$ cat config.mk
export PLATFORM = sky130hd
export DESIGN_NAME = pipe_ctrl
export DESIGN_NICKNAME = d
export VERILOG_FILES = /design/src/rtl/pipe_pkg.sv /design/src/rtl/sat_counter.sv /design/src/rtl/pipe_ctrl.sv
export SDC_FILE = /design/constraint.sdc
export NUM_CORES = 1
export LEC_CHECK = 0
export CAP_MARGIN = 25
export CORE_ASPECT_RATIO = 1.75
export CORE_MARGIN = 2
export CORE_UTILIZATION = 42
export DETAILED_ROUTE_END_ITERATION = 6
export PLACE_DENSITY_LB_ADDON = 0.25
export SLEW_MARGIN = 15
export SYNTH_ARGS = -nofsm -noshare
export SYNTH_HDL_FRONTEND = slang
export SYNTH_SLANG_ARGS = --single-unit
$ cat constraint.sdc
create_clock -name Clock -period 2.65 [get_ports Clock]
set_input_delay 0.53 -clock Clock [delete_from_list [all_inputs] [get_ports Clock]]
set_output_delay 0.53 -clock Clock [all_outputs]
set_load 0.005 [all_outputs]
$ cat src/rtl/pipe_pkg.sv
// Shared definitions for the pipeline controller: FSM state encodings and
// the bit index of each controlled stage register.
package pipe_pkg;

    typedef enum logic [2:0] {
        ST_IDLE   = 3'd0,
        ST_RUN    = 3'd1,
        ST_STEP   = 3'd2,
        ST_DRAIN  = 3'd3,
        ST_HALTED = 3'd4
    } state_t;

    // Bit positions inside StageEn / StageFlush
    localparam int STG_PC    = 0;
    localparam int STG_IFID  = 1;
    localparam int STG_IDEX  = 2;
    localparam int STG_EXMEM = 3;
    localparam int STG_MEMWB = 4;

endpackage

$ cat src/rtl/sat_counter.sv
// Up-counter that sticks at all ones instead of wrapping.
module sat_counter #(
    parameter int W = 16
) (
    input  logic         Clock,
    input  logic         Reset,
    input  logic         Inc,
    output logic [W-1:0] Count
);

    logic [W-1:0] r_count;

    // Count up on Inc until saturated; synchronous active-low clear
    always_ff @(posedge Clock) begin
        if (!Reset) begin
            r_count <= '0;
        end else if (Inc && (r_count != {W{1'b1}})) begin
            r_count <= r_count + 1'b1;
        end
    end

    assign Count = r_count;

endmodule

$ cat src/rtl/pipe_ctrl.sv
// Pipeline sequencing controller: decides per cycle which stage registers
// load and which get a bubble, runs free or single-steps, and drains the
// pipe before stopping on a halt. Also keeps active/stall cycle counters.
module pipe_ctrl
    import pipe_pkg::*;
#(
    parameter int N_STAGES = 5,
    parameter int CNT_W    = 16
) (
    input  logic                Clock,
    input  logic                Reset,
    input  logic                RunReq,
    input  logic                StepReq,
    input  logic                HaltReq,
    input  logic                HaltInstr,
    input  logic                HazardStall,
    input  logic                BranchTaken,
    output logic [N_STAGES-1:0] StageEn,
    output logic [N_STAGES-1:0] StageFlush,
    output logic [2:0]          State,
    output logic                Halted,
    output logic [CNT_W-1:0]    CycleCount,
    output logic [CNT_W-1:0]    StallCount
);

    localparam int DW = 4;
    localparam logic [DW-1:0] DRAIN_LOAD = DW'(N_STAGES - 2);
    // Freeze PC and IF/ID, keep everything from ID/EX onward moving
    localparam logic [N_STAGES-1:0] STALL_EN = {{(N_STAGES-2){1'b1}}, 2'b00};

    state_t              r_state;
    state_t              w_state_next;
    logic [DW-1:0]       r_drain_cnt;
    logic [DW-1:0]       w_drain_next;
    logic [N_STAGES-1:0] w_en;
    logic [N_STAGES-1:0] w_flush;
    logic                w_cyc_inc;
    logic                w_stall_inc;

    // State and drain counter registers
    always_ff @(posedge Clock) begin
        if (!Reset) begin
            r_state     <= ST_IDLE;
            r_drain_cnt <= '0;
        end else begin
            r_state     <= w_state_next;
            r_drain_cnt <= w_drain_next;
        end
    end

    // Next-state, stage enables/flushes and counter increments
    always_comb begin
        w_state_next = r_state;
        w_drain_next = r_drain_cnt;
        w_en         = '0;
        w_flush      = '0;
        w_cyc_inc    = 1'b0;
        w_stall_inc  = 1'b0;
        case (r_state)
            ST_IDLE: begin
                if (RunReq) begin
                    w_state_next = ST_RUN;
                end else if (StepReq) begin
                    w_state_next = ST_STEP;
                end
            end
            ST_RUN, ST_STEP: begin
                w_cyc_inc = 1'b1;
                if (HazardStall) begin
                    // Hold the instruction in ID, send a bubble down to EX
                    w_en               = STALL_EN;
                    w_flush[STG_IDEX]  = 1'b1;
                    w_stall_inc        = 1'b1;
                end else begin
                    w_en = '1;
                    if (BranchTaken) begin
                        w_flush[STG_IFID] = 1'b1;
                    end
                end
                // An external halt cannot be blocked by a stall; a HALT opcode
                // only counts once it is actually leaving ID
                if (HaltReq || (HaltInstr && !HazardStall)) begin
                    w_state_next = ST_DRAIN;
                    w_drain_next = DRAIN_LOAD;
                end else if ((r_state == ST_STEP) && !HazardStall) begin
                    w_state_next = ST_IDLE;
                end
            end
            ST_DRAIN: begin
                w_cyc_inc         = 1'b1;
                w_en              = STALL_EN;
                w_flush[STG_IDEX] = 1'b1;
                if (r_drain_cnt <= DW'(1)) begin
                    w_state_next = ST_HALTED;
                    w_drain_next = '0;
                end else begin
                    w_drain_next = r_drain_cnt - 1'b1;
                end
            end
            ST_HALTED: begin
                w_state_next = ST_HALTED;
            end
            default: begin
                w_state_next = ST_IDLE;
            end
        endcase
        // Under reset nothing loads and every stage is bubbled
        if (!Reset) begin
            w_en    = '0;
            w_flush = '1;
        end
    end

    sat_counter #(.W(CNT_W)) u_cycle_cnt (
        .Clock (Clock),
        .Reset (Reset),
        .Inc   (w_cyc_inc),
        .Count (CycleCount)
    );

    sat_counter #(.W(CNT_W)) u_stall_cnt (
        .Clock (Clock),
        .Reset (Reset),
        .Inc   (w_stall_inc),
        .Count (StallCount)
    );

    assign StageEn    = w_en;
    assign StageFlush = w_flush;
    assign State      = r_state;
    assign Halted     = (r_state == ST_HALTED);

endmodule

==> impl_metrics.yaml <==
outcome:
  status: "completed"
cells_and_area:
  fin_cells: 371
  n_antenna_cell: 0
  multi_input_area_um2: 1290
  nets: 328
  num-fill-cells: 476
  area_growth_pct: 31.9
  drive_above_1_share: 0.0789
  regArea_um2: 781
placement:
  gp_congestion: 0.822
  port_buffers: 53
  dp_hpwl_um: 3990
  place_inst: 363
yosys:
  synth_compound_area_frac: 0.218
  synth_xor_area_frac: 0.00800
  synth_cell_types: 47
  synth_edf_count: 0
  avgSynthCellArea_um2: 8.26
  synth-simple-area-share: 0.309
  synth_ff_type: "dfxtp_1"
  syn_area_um2: 2190
  yosys_register_bits: 39
  synth-adder-area-share: 0.0229
  yosysWarnings: 0
  synth_top_family_by_area: "simple AND/OR/NAND/NOR gates"
  async_flop_share: 0
  synth_mux_area_frac: 0.0280
  syn_inst: 265
  ys_seq_area_frac: 0.357
  synth_fp_nets: 277
die:
  io_pins: 54
  num_rows: 34
  initial_utilization: 0.440
  die_w_um: 58.6
  core_area_um2: 4980
  chipHeight_um: 99.5
  dieArea_um2: 5830
sta:
  setup_violations: 0
  tns_ns: 0
  worst_slew_pin_slew_ns: 0.766
  fmax_ghz: 0.395
  slew_headroom: 0.485
  hold_viol: 0
  fin_crit_sh: 0.955
  finalClockSkew_ns: 0.00451
  fin_crit_ns: 2.53
  drv_slew: 0
  rsz0062_at_grt: "no"
clock_network:
  cts_root_buffer: "clkbuf_8"
  cts_tree: "yes"
  numCtsBuffers: 5
  cts_max_level: 2
  clock_latency_ns: 0.29
  cts_sinks: 39
  hold_buffers: 0
  cts.clk_slew.worst_paths_ns: 0.07
  cts_buffer_depth: 2
pwr:
  power_leakage_nw: 0.926
  fin_total_pwr_w: 0.00178
  p_per_area_nw_per_um2: 617
  ir_worst_vdd_mv: 0.537
worst_setup_path:
  critPathKind: "in -> out"
  path_max_fanout: 5
  crit_required_ns: 2.12
  startpoint_type: "primary input"
  cp-end-kind: "output pin"
  cp.arrival_ns: 2.00
global_routing:
  grt_pass1_vias: 2068
  grt_pass1_wl_um: 9320
  grt_max_degree: 29
  grt_overflow: 0
  grtUsageTotal: 0.202
  grt_antenna_before_repair: 0
detailed_routing:
  route.vias.total: 2294
  drtIter0Drc: 73
  wire_per_inst_um: 15.4
  drc: 0
  drt_pre_antenna_iters: 4
  avgViaCountPerCell: 6.18
  wl_um: 5710
  ant_nets: 0
hold_path:
  hp-class: "reg -> reg"
run:
  cap_violations: 0
[kinds of logic (layout without fill, tap and decap cells)]
logic type	Yosys count	count (layout)
fa+ha+maj	4	4
mux	6	6
simple gates	112	112
buf+inv	28	80
compound gates	74	74
flops	39	39
xor+xnor	2	2
[cell usage in the layout, fill, tap and decap left out, types with 2 or more instances in the layout]
cell / n
clkdlybuf4s50_1: 53
dfxtp_1: 39
a21oi_1: 24
nand2_1: 19
or4_1: 14
nand3_1: 13
o21ai_0: 13
nand4_1: 11
o31ai_1: 11
buf_4: 11
nor3_1: 9
inv_1: 8
nand2b_1: 8
clkbuf_8: 7
o41ai_1: 5
o311ai_0: 5
nor4_1: 5
or3_1: 5
a31oi_1: 5
mux2i_1: 5
nor3b_1: 4
and4_1: 4
and3_1: 4
ha_1: 4
nor4_2: 3
nor2_1: 3
nand3b_1: 2
o21a_1: 2
or3b_2: 2
[registers in the layout, indices dropped and copies added, names as in the netlist]
register	flops
State	3
u_stall_cnt.Count	16
u_cycle_cnt.Count	16
r_drain_cnt	4
[timing repair]
item,in CTS,in global routing
setup buffers,0,0
endpoints found under the setup margin,0,2
gates resized for setup,0,1
[per-layer routing]
layer | global-route usage | wire, um
met1 | 0.216 | 2330
met5 | 0 | 0
met3 | 0.0377 | 206
met2 | 0.361 | 3110
met4 | 0.107 | 60
[power by group]
part           total, W  leakage (nW)  switching [W]  internal (W)
registers      0.000697         0.315      0.0000587      0.000638
clock network  0.000450        0.0515       0.000212      0.000238
logic          0.000635         0.559       0.000315      0.000319
total           0.00178         0.926       0.000586       0.00120
[worst max-delay path: stages]
cell	delay, ns
clkdlybuf4s50_1	0.52
inv_1	0.09
buf_4	0.16
nor2_1	0.17
clkdlybuf4s50_1	0.54
[synth_stat cells, drive strengths merged (9+ instances only)]
library cell | instances | share of area
a21oi | 24 | 0.055
clkbuf | 14 | 0.024
dfxtp | 39 | 0.36
nand2 | 19 | 0.033
nand3 | 13 | 0.030
nand4 | 11 | 0.031
nor3 | 9 | 0.021
o21ai | 13 | 0.030
o31ai | 11 | 0.038
or4 | 14 | 0.048
[metrics by stage]
stage,util,hold WS (ns),area (um2),setup WS [ns]
2_1_floorplan,-,0.479,2190,0.641
3_3_place_gp,0.559,0.487,2780,0.0673
3_5_place_dp,0.559,0.502,2780,0.0402
4_1_cts,0.579,0.511,2880,0.0335
5_1_grt,0.580,0.531,2890,0.0326
6_report,0.580,0.508,2890,0.119
[area by class of cell]
type                       count  share of cell area
inverter                       8              0.0104
sequential                    39               0.270
clock buffer                   8              0.0347
multi-input combinational    198               0.449
tap                           54              0.0234
timing repair buffer          64               0.212
[final timing paths]
check	to	slack, ns	start	cells after the start
max	StageEn[4]	0.12	Reset	5
min	u_cycle_cnt.Count[7]	0.51	u_cycle_cnt.Count[7]	2
max reg2reg	u_stall_cnt.Count[9]	0.57	State[2]	4
min reg2reg	u_cycle_cnt.Count[7]	0.51	u_cycle_cnt.Count[7]	2
No activity file was read; power rests on OpenSTA's default activity.
